### config.mk
export PLATFORM = sky130hd
export DESIGN_NAME = mem_bus_ctrl
export DESIGN_NICKNAME = d
export VERILOG_FILES = /design/src/rtl/mem_bus_pkg.sv /design/src/rtl/mem_wait_counter.sv /design/src/rtl/mem_bus_ctrl.sv
export SDC_FILE = /design/constraint.sdc
export NUM_CORES = 1
export LEC_CHECK = 0
export BUFFER_PORTS_ARGS = -buffer_cell sky130_fd_sc_hd__buf_2
export CORE_ASPECT_RATIO = 1.25
export CORE_MARGIN = 4
export CORE_UTILIZATION = 45
export DETAILED_ROUTE_END_ITERATION = 8
export HOLD_SLACK_MARGIN = 0.06
export PLACE_DENSITY = 0.78
export REMOVE_ABC_BUFFERS = 1
export SETUP_SLACK_MARGIN = 0.4
export SYNTH_ARGS = -nofsm -noshare
export SYNTH_HDL_FRONTEND = slang
export SYNTH_SLANG_ARGS = --single-unit
### constraint.sdc
create_clock -name clk1 -period 1.6 [get_ports clk1]
set_input_delay 0.16 -clock clk1 [delete_from_list [all_inputs] [get_ports clk1]]
set_output_delay 0.16 -clock clk1 [all_outputs]
set_load 0.02 [all_outputs]
### src/rtl/mem_bus_pkg.sv
// Shared types and timing defaults for the external SRAM bus initiator.
package mem_bus_pkg;

    // Bus sequencer states: a store walks SETUP -> STROBE -> HOLD, a load waits in R_WAIT.
    typedef enum logic [2:0] {
        IDLE,
        W_SETUP,
        W_STROBE,
        W_HOLD,
        R_WAIT
    } mem_state_t;

    // Default bus geometry and SRAM cycle timing.
    localparam int unsigned DEF_ADDR_W     = 8;
    localparam int unsigned DEF_DATA_W     = 16;
    localparam int unsigned DEF_SETUP_CYC  = 1;
    localparam int unsigned DEF_STROBE_CYC = 2;
    localparam int unsigned DEF_HOLD_CYC   = 1;
    localparam int unsigned DEF_READ_CYC   = 2;

    // Width of a down-counter that must hold values 0..max (never narrower than 1 bit).
    function automatic int unsigned cnt_w(input int unsigned max);
        return (max < 2) ? 1 : $clog2(max + 1);
    endfunction

endpackage : mem_bus_pkg

### src/rtl/mem_wait_counter.sv
// Loadable down-counter shared by every timed bus state; stops at zero.
module mem_wait_counter #(
    parameter int unsigned W = 2
) (
    input  logic         clk_i,
    input  logic         rst_ni,
    input  logic         load_i,
    input  logic [W-1:0] value_i,
    input  logic         dec_i,
    output logic         zero_o
);

    logic [W-1:0] count_q;

    // Load has priority over decrement; decrement saturates at zero.
    always_ff @(posedge clk_i or negedge rst_ni) begin
        // NOTE: state registers use non-blocking assignment so every flop samples pre-edge values.
        if (!rst_ni) begin
            count_q <= '0;
        end else if (load_i) begin
            count_q <= value_i;
        end else if (dec_i && (count_q != '0)) begin
            count_q <= count_q - W'(1);
        end
    end

    assign zero_o = (count_q == '0);

endmodule : mem_wait_counter

### src/rtl/mem_bus_ctrl.sv
// Processor-side initiator for the asynchronous SRAM bus: turns single-cycle
// load/store requests into timed setup/strobe/hold or read-wait sequences.
// Every pin is a flop output, so nothing combinational reaches the pads.
module mem_bus_ctrl
    import mem_bus_pkg::*;
#(
    parameter int unsigned ADDR_W     = DEF_ADDR_W,
    parameter int unsigned DATA_W     = DEF_DATA_W,
    parameter int unsigned SETUP_CYC  = DEF_SETUP_CYC,
    parameter int unsigned STROBE_CYC = DEF_STROBE_CYC,
    parameter int unsigned HOLD_CYC   = DEF_HOLD_CYC,
    parameter int unsigned READ_CYC   = DEF_READ_CYC
) (
    input  logic              clk1,
    input  logic              reset,
    input  logic              req,
    input  logic              req_we,
    input  logic [ADDR_W-1:0] req_addr,
    input  logic [DATA_W-1:0] req_wdata,
    output logic              busy,
    output logic              ack,
    output logic [DATA_W-1:0] rdata,
    output logic              mem_write,
    output logic [ADDR_W-1:0] adr,
    output logic [DATA_W-1:0] data_out,
    output logic              data_oe,
    input  logic [DATA_W-1:0] data_in
);

    // A zero-length stage would collapse the SRAM timing, so refuse to elaborate.
    if (SETUP_CYC == 0 || STROBE_CYC == 0 || HOLD_CYC == 0 || READ_CYC == 0) begin : g_param_check
        $error("mem_bus_ctrl: SETUP_CYC, STROBE_CYC, HOLD_CYC and READ_CYC must all be >= 1");
    end

    // The timer is loaded with (stage length - 1), so size it for the largest such value.
    localparam int unsigned MAX_A  = (SETUP_CYC > STROBE_CYC) ? SETUP_CYC : STROBE_CYC;
    localparam int unsigned MAX_B  = (HOLD_CYC > READ_CYC) ? HOLD_CYC : READ_CYC;
    localparam int unsigned MAX_LD = ((MAX_A > MAX_B) ? MAX_A : MAX_B) - 1;
    localparam int unsigned TW     = cnt_w(MAX_LD);

    mem_state_t        state_q, state_d;
    logic [ADDR_W-1:0] adr_q, adr_d;
    logic [DATA_W-1:0] wdata_q, wdata_d;
    logic [DATA_W-1:0] data_out_q, data_out_d;
    logic [DATA_W-1:0] rdata_q, rdata_d;
    logic              mem_write_q, mem_write_d;
    logic              data_oe_q, data_oe_d;
    logic              busy_q, busy_d;
    logic              ack_q, ack_d;

    logic              tmr_load;
    logic [TW-1:0]     tmr_value;
    logic              tmr_dec;
    logic              tmr_zero;

    mem_wait_counter #(
        .W (TW)
    ) u_timer (
        .clk_i   (clk1),
        .rst_ni  (reset),
        .load_i  (tmr_load),
        .value_i (tmr_value),
        .dec_i   (tmr_dec),
        .zero_o  (tmr_zero)
    );

    // State and pin registers; reset drops the strobe and bus drive without waiting for a clock.
    always_ff @(posedge clk1 or negedge reset) begin
        if (!reset) begin
            state_q     <= IDLE;
            adr_q       <= '0;
            wdata_q     <= '0;
            data_out_q  <= '0;
            rdata_q     <= '0;
            mem_write_q <= 1'b0;
            data_oe_q   <= 1'b0;
            busy_q      <= 1'b0;
            ack_q       <= 1'b0;
        end else begin
            state_q     <= state_d;
            adr_q       <= adr_d;
            wdata_q     <= wdata_d;
            data_out_q  <= data_out_d;
            rdata_q     <= rdata_d;
            mem_write_q <= mem_write_d;
            data_oe_q   <= data_oe_d;
            busy_q      <= busy_d;
            ack_q       <= ack_d;
        end
    end

    // Next-state and next-pin logic; mem_write/data_oe are always set together so
    // the core and the SRAM never drive MemData at the same time.
    always_comb begin
        // NOTE: every variable gets a default before the case so no branch can infer a latch.
        state_d     = state_q;
        adr_d       = adr_q;
        wdata_d     = wdata_q;
        data_out_d  = data_out_q;
        rdata_d     = rdata_q;
        mem_write_d = 1'b0;
        data_oe_d   = 1'b0;
        busy_d      = busy_q;
        ack_d       = 1'b0;
        tmr_load    = 1'b0;
        tmr_value   = '0;
        tmr_dec     = 1'b0;

        unique case (state_q)
            IDLE: begin
                busy_d = 1'b0;
                if (req) begin
                    adr_d    = req_addr;
                    wdata_d  = req_wdata;
                    busy_d   = 1'b1;
                    tmr_load = 1'b1;
                    if (req_we) begin
                        state_d   = W_SETUP;
                        tmr_value = TW'(SETUP_CYC - 1);
                    end else begin
                        state_d   = R_WAIT;
                        tmr_value = TW'(READ_CYC - 1);
                    end
                end
            end

            W_SETUP: begin
                if (tmr_zero) begin
                    state_d     = W_STROBE;
                    tmr_load    = 1'b1;
                    tmr_value   = TW'(STROBE_CYC - 1);
                    mem_write_d = 1'b1;
                    data_oe_d   = 1'b1;
                    data_out_d  = wdata_q;
                end else begin
                    tmr_dec = 1'b1;
                end
            end

            W_STROBE: begin
                if (tmr_zero) begin
                    state_d   = W_HOLD;
                    tmr_load  = 1'b1;
                    tmr_value = TW'(HOLD_CYC - 1);
                end else begin
                    tmr_dec     = 1'b1;
                    mem_write_d = 1'b1;
                    data_oe_d   = 1'b1;
                end
            end

            W_HOLD: begin
                if (tmr_zero) begin
                    state_d = IDLE;
                    ack_d   = 1'b1;
                    busy_d  = 1'b0;
                end else begin
                    tmr_dec = 1'b1;
                end
            end

            R_WAIT: begin
                if (tmr_zero) begin
                    state_d = IDLE;
                    rdata_d = data_in;
                    ack_d   = 1'b1;
                    busy_d  = 1'b0;
                end else begin
                    tmr_dec = 1'b1;
                end
            end

            default: begin
                state_d = IDLE;
                busy_d  = 1'b0;
            end
        endcase
    end

    assign busy      = busy_q;
    assign ack       = ack_q;
    assign rdata     = rdata_q;
    assign mem_write = mem_write_q;
    assign adr       = adr_q;
    assign data_out  = data_out_q;
    assign data_oe   = data_oe_q;

endmodule : mem_bus_ctrl

Word level (Yosys, flattened, before mapping)
Index checks and enable logic that the tools add are counted.
{ "totals": {"word_cells": 51, "regBits": 63, "out_inout_bits": 44} }
{ "op_classes": {"reduce_logical": 11, "mux": 20, "bitwise": 2, "eq_ne": 8, "n_addsub": 1} }
{ "op_table": {"columns": ["op", "n"], "rows": [
  ["two-way mux 3 bit", 5],
  ["one-hot mux 3 bit (4 select lines)", 1],
  ["two-way mux 1 bit", 10],
  ["!= test 2 bit (second input constant)", 4],
  ["AND reduction 2 bit", 4],
  ["equality test 3 x 2 -> 1 bit (second input constant)", 2],
  ["one-hot mux 1 bit (2 select lines)", 3],
  ["AND reduction 4 bit", 1],
  ["OR reduction 2 bit", 2],
  ["OR reduction 4 bit", 1],
  ["equality test 3 x 1 -> 1 bit (second input constant)", 1],
  ["equality test 3 bit (second input constant)", 1],
  ["logical NOT 3 bit", 1],
  ["one-hot mux 1 bit (3 select lines)", 1],
  ["NOT 1 bit", 2],
  ["nonzero test 2 bit", 1],
  ["logical AND 1 bit", 1],
  ["subtractor 1 bit (second input constant)", 1]
]} }

Logic depth before layout (Yosys ltp)
{ "depth": {"depth_word": 6, "ltp_mapped": 6} }

Modules after synthesis
From an unflattened synthesis, not the netlist that was laid out.
{ "hier_totals": {"cells_unflattened": 166, "hier_area_um2": 2655.0} }
{ "modules_own_cells": {"columns": ["module", "cells_per_inst", "n_inst", "area_per_inst_um2"], "rows": [
  ["mem_bus_ctrl", 162, 1, 2610.0],
  ["mem_wait_counter", 4, 1, 45.0]
]} }

Worst setup path after synthesis
OpenSTA, ideal clock, no wires.
{ "synth_path": {"path_type": "flip-flop to flip-flop", "startpoint": "reg state_q[0]", "endpoint": "reg rdata_q[10], in the netlist rdata[10]", "setup_time_ps": 125, "period_less_slack_ps": 1626, "stages_incl_launch_ff": 6, "slack_ps": -26, "n_path_buf": 2, "arrival_time_ps": 1501, "cell_sequence": "dfrtp_1 -> buf_6 -> or3b_4 -> nor2_8 -> buf_12 -> mux2_4"} }
{ "synth_between": {"elab_chain_len": 2} }
{ "synth_rtl": {"columns": ["item", "line", "text"], "rows": [
  ["start: declaration", "mem_bus_ctrl.sv:41", "mem_state_t state_q, state_d;"],
  ["start signal: assignment", "mem_bus_ctrl.sv:80", "state_q <= state_d;"],
  ["equality test 3 bit", "mem_bus_ctrl.sv:109", "unique case (state_q)"],
  ["AND reduction 2 bit (no source line)", null, null],
  ["end signal: assignment", "mem_bus_ctrl.sv:84", "rdata_q <= rdata_d;"],
  ["end: declaration", "mem_bus_ctrl.sv:45", "logic [DATA_W-1:0] rdata_q, rdata_d;"]
]} }
No other way between the ends.
A chain may end at the register's enable or synchronous reset.

Worst setup path after layout
{ "layout_path": {"startpoint": "reg state_q[2]", "endpoint": "reg wdata_q[7]"} }
{ "layout_between": {"elab_chain_len": 2} }
{ "layout_rtl": {"columns": ["item", "line", "text"], "rows": [
  ["logical NOT 3 bit", "mem_bus_ctrl.sv:109", null],
  ["AND reduction 2 bit (no source line)", null, null],
  ["end signal: assignment", "mem_bus_ctrl.sv:82", "wdata_q <= wdata_d;"],
  ["end: declaration", "mem_bus_ctrl.sv:43", "logic [DATA_W-1:0] wdata_q, wdata_d;"]
]} }
No other way between the ends.

==> flow_summary.toml <==
[run_status]
status = "finished, violations left"
violations = "setup timing"

[cts]
ctsHtreeMaxLevel = 3
clock-sinks = 63
clockBufferDepth = 2
cts-buffers-inserted = 9
cts_tree = "built"
clk_latency_ns = 0.34
cts_root_buf = "clkbuf_8"
clk_pin_slew_ns = 0.07

[die]
fp.coreArea_sq_um = 5480
start_util = 0.469
die-area_sq_um = 6990
die_h_um = 92.5
dieWidth_um = 75.6
row_count = 30
num_io_pins = 88

[timing]
whs_ns = 0.191
setup_viol = 13
finalHoldViolCount = 0
worst_slack_ns = -0.0191
fin_crit_sh = 1.01
tns_ns = -0.0986
finalMaxSlewViolations = 0
rsz0062_at_grt = "yes"
min_period_ns = 1.62
max_slew_margin = 0.770
timing.fmax_mhz = 618
worst-slew-pin-transition_ns = 0.345
clock_skew_ns = 0.00660

[route]
wl_um = 6480
drt_iter0_markers = 46
wl_per_cell_um = 16.7
drc_errors = 0
final_antenna_net_count = 0
vias = 1890
dr.pass1.iters = 4
routed_via_density = 4.88

[place]
dp_hpwl_um = 3730
io_buffers = 87
gp_congestion = 0.859
post_dp_cell_area_sq_um = 3140

[layout]
nets = 362
fin_area_sq_um = 4030
drive_gt1_frac = 0.622
n_antenna_cell = 0
fillers = 356
final_common_cell = "buf_2"
finish.utilization = 0.735
syn_to_final_growth_pct = 56.7
layout_common_cells = "buf_2, dfrtp_1, dlygate4sd3_1"

[setup_path]
cp_cell_sequence = "buf_6 > nor4b_4 > buf_4 > buf_6 > mux2_4"
start_kind = "flip-flop"
r2r_slack_ns = -0.02
critPathLaunch = "state_q[2]$_DFFE_PN0P_"
critPathMaxStageDelay_ns = 0.46
worst_r2r_path_depth = 5
rr_endpoint = "wdata_q[7]$_DFFE_PN0P_"
crit_path_frequent_cell = "buf_6"
crit_required_ns = 1.82
r2r_start = "state_q[2]$_DFFE_PN0P_"
crit_fanout = 7
endpoint_kind = "flip-flop"
slowest_stage = "dfrtp_2"
crit_path_end = "wdata_q[7]$_DFFE_PN0P_"
arrival_ns = 1.84
crit_type = "flip-flop to flip-flop"

[synthesis]
syn_area_sq_um = 2570
ys_types = 28
synth_ff_type = "dfrtp_1"
ys_async_sr_fraction = 1.00
synth_warnings = 0
synth_top_area_frac = 0.613
synth_edf_count = 0
syn_inst = 160
synth_area_per_cell_sq_um = 16.1
yosys.area.top_type = "dfrtp_1"
synth_seq_area_share = 0.613
synthTopCellsByArea = "dfrtp_1, mux2_2, mux2_4, buf_6, buf_4"
ys_seq_elements = 63

[flow_run]
maxCapViolations = 0

[hold_path]
min_path_cells = 3
hold_path.class = "primary input to flip-flop"

[power_and_ir_drop]
power_frac_seq = 0.352
combPwrFrac = 0.481
p_leak_nw = 1.97
total_power_w = 0.00817
switching_share = 0.358
ir_drop_mv = 1.16
clockPowerShare = 0.167
power_density_nw_per_um2 = 2030
internal-power_w = 0.00524
power_switching_w = 0.00292

[grt]
antenna_found_initial = 0
grt_max_degree = 29
grt-ovfl-total = 0
grt.total_usage = 0.193
first_global_vias = 2109
grt_pass1_wl_um = 10100
[kinds of logic after synthesis]
family | share of synthesized area
flip-flops | 0.613
multiplexers | 0.264
buffers and inverters | 0.0458
AO/OA/AOI/OAI | 0.0205
AND/OR/NAND/NOR | 0.0531
XOR/XNOR | 0.00341
[power groups by stage]
stage / Sequential [W] / Combinational, W / Clock, W
after floorplan: 0.00355 / 0.00128 / 0
after global placement: 0.00282 / 0.00313 / 0
after detailed placement: 0.00285 / 0.00321 / 0
after CTS: 0.00286 / 0.00375 / 0.00139
after global routing: 0.00297 / 0.00418 / 0.00146
final: 0.00288 / 0.00393 / 0.00136
[synth_stat cells, types with 2 or more instances]
| library cell | instances |
|---|---|
| a21oi_1 | 2 |
| buf_4 | 4 |
| buf_6 | 5 |
| dfrtp_1 | 63 |
| inv_1 | 3 |
| mux2_2 | 45 |
| mux2_4 | 10 |
| nand2_1 | 3 |
| nand3b_1 | 2 |
| nor2_1 | 2 |
| nor2b_1 | 2 |
| nor3_1 | 2 |
| o21ai_0 | 2 |
[flip-flops by register name, indices dropped and copies added (netlist names), 3 cells and up]
signal	cells
adr	8
rdata	16
wdata_q	16
data_out	16
state_q	3
[per-layer routing]
layer | wire length (um) | share of wire | track usage
met1 | 2580 | 0.40 | 0.244
met2 | 3280 | 0.51 | 0.295
met3 | 477 | 0.074 | 0.0695
met4 | 140 | 0.022 | 0.0773
met5 | 0 | 0 | 0
[cell type report]
type | instances | area (sq um) | share of cell area
inverters | 3 | 11.3 | 0.00280
clock buffers | 9 | 124 | 0.0308
multi-input cells | 84 | 1010 | 0.250
flip-flops and latches | 63 | 1580 | 0.392
well taps | 64 | 80.1 | 0.0199
repair buffers | 157 | 1150 | 0.287
clock inverters | 7 | 72.6 | 0.0180
[what timing repair did]
item | CTS | global route
cloned | 0 | 2
pin swaps | 5 | 4
resized for setup | 38 | 3
hold buffers | 41 | 0
setup buffers | 7 | 5
setup endpoints to repair | 60 | 63
endpoints found under the hold margin | 52 | 0
[per-stage QoR]
step | worst slack [ns] | cells
floorplan | -0.376 | 150
global placement | 0.0147 | 316
detailed placement | -0.0155 | 316
CTS | -0.00192 | 380
global route | -0.0628 | 387
finish | -0.0191 | 387
[how the worst min path moves through the flow]
stage / start / to / slack [ns]
finish: req / state_q[2]$_DFFE_PN0P_ / 0.19
detailed placement: reset / u_timer.count_q$_DFFE_PN0P_ / 0.08
global route: req / state_q[2]$_DFFE_PN0P_ / 0.19
floorplan: reset / ack$_DFF_PN0_ / -0.14
CTS: req / state_q[2]$_DFFE_PN0P_ / 0.18
global placement: reset / u_timer.count_q$_DFFE_PN0P_ / 0.07
[critical path, delay by kind of cell, from the launching register on]
family	cells	cell delay [ns]
flops	1	0.46
buf+inv	3	0.47
simple gates	1	0.26
mux	1	0.31
Power figures use the tool's default switching activity.
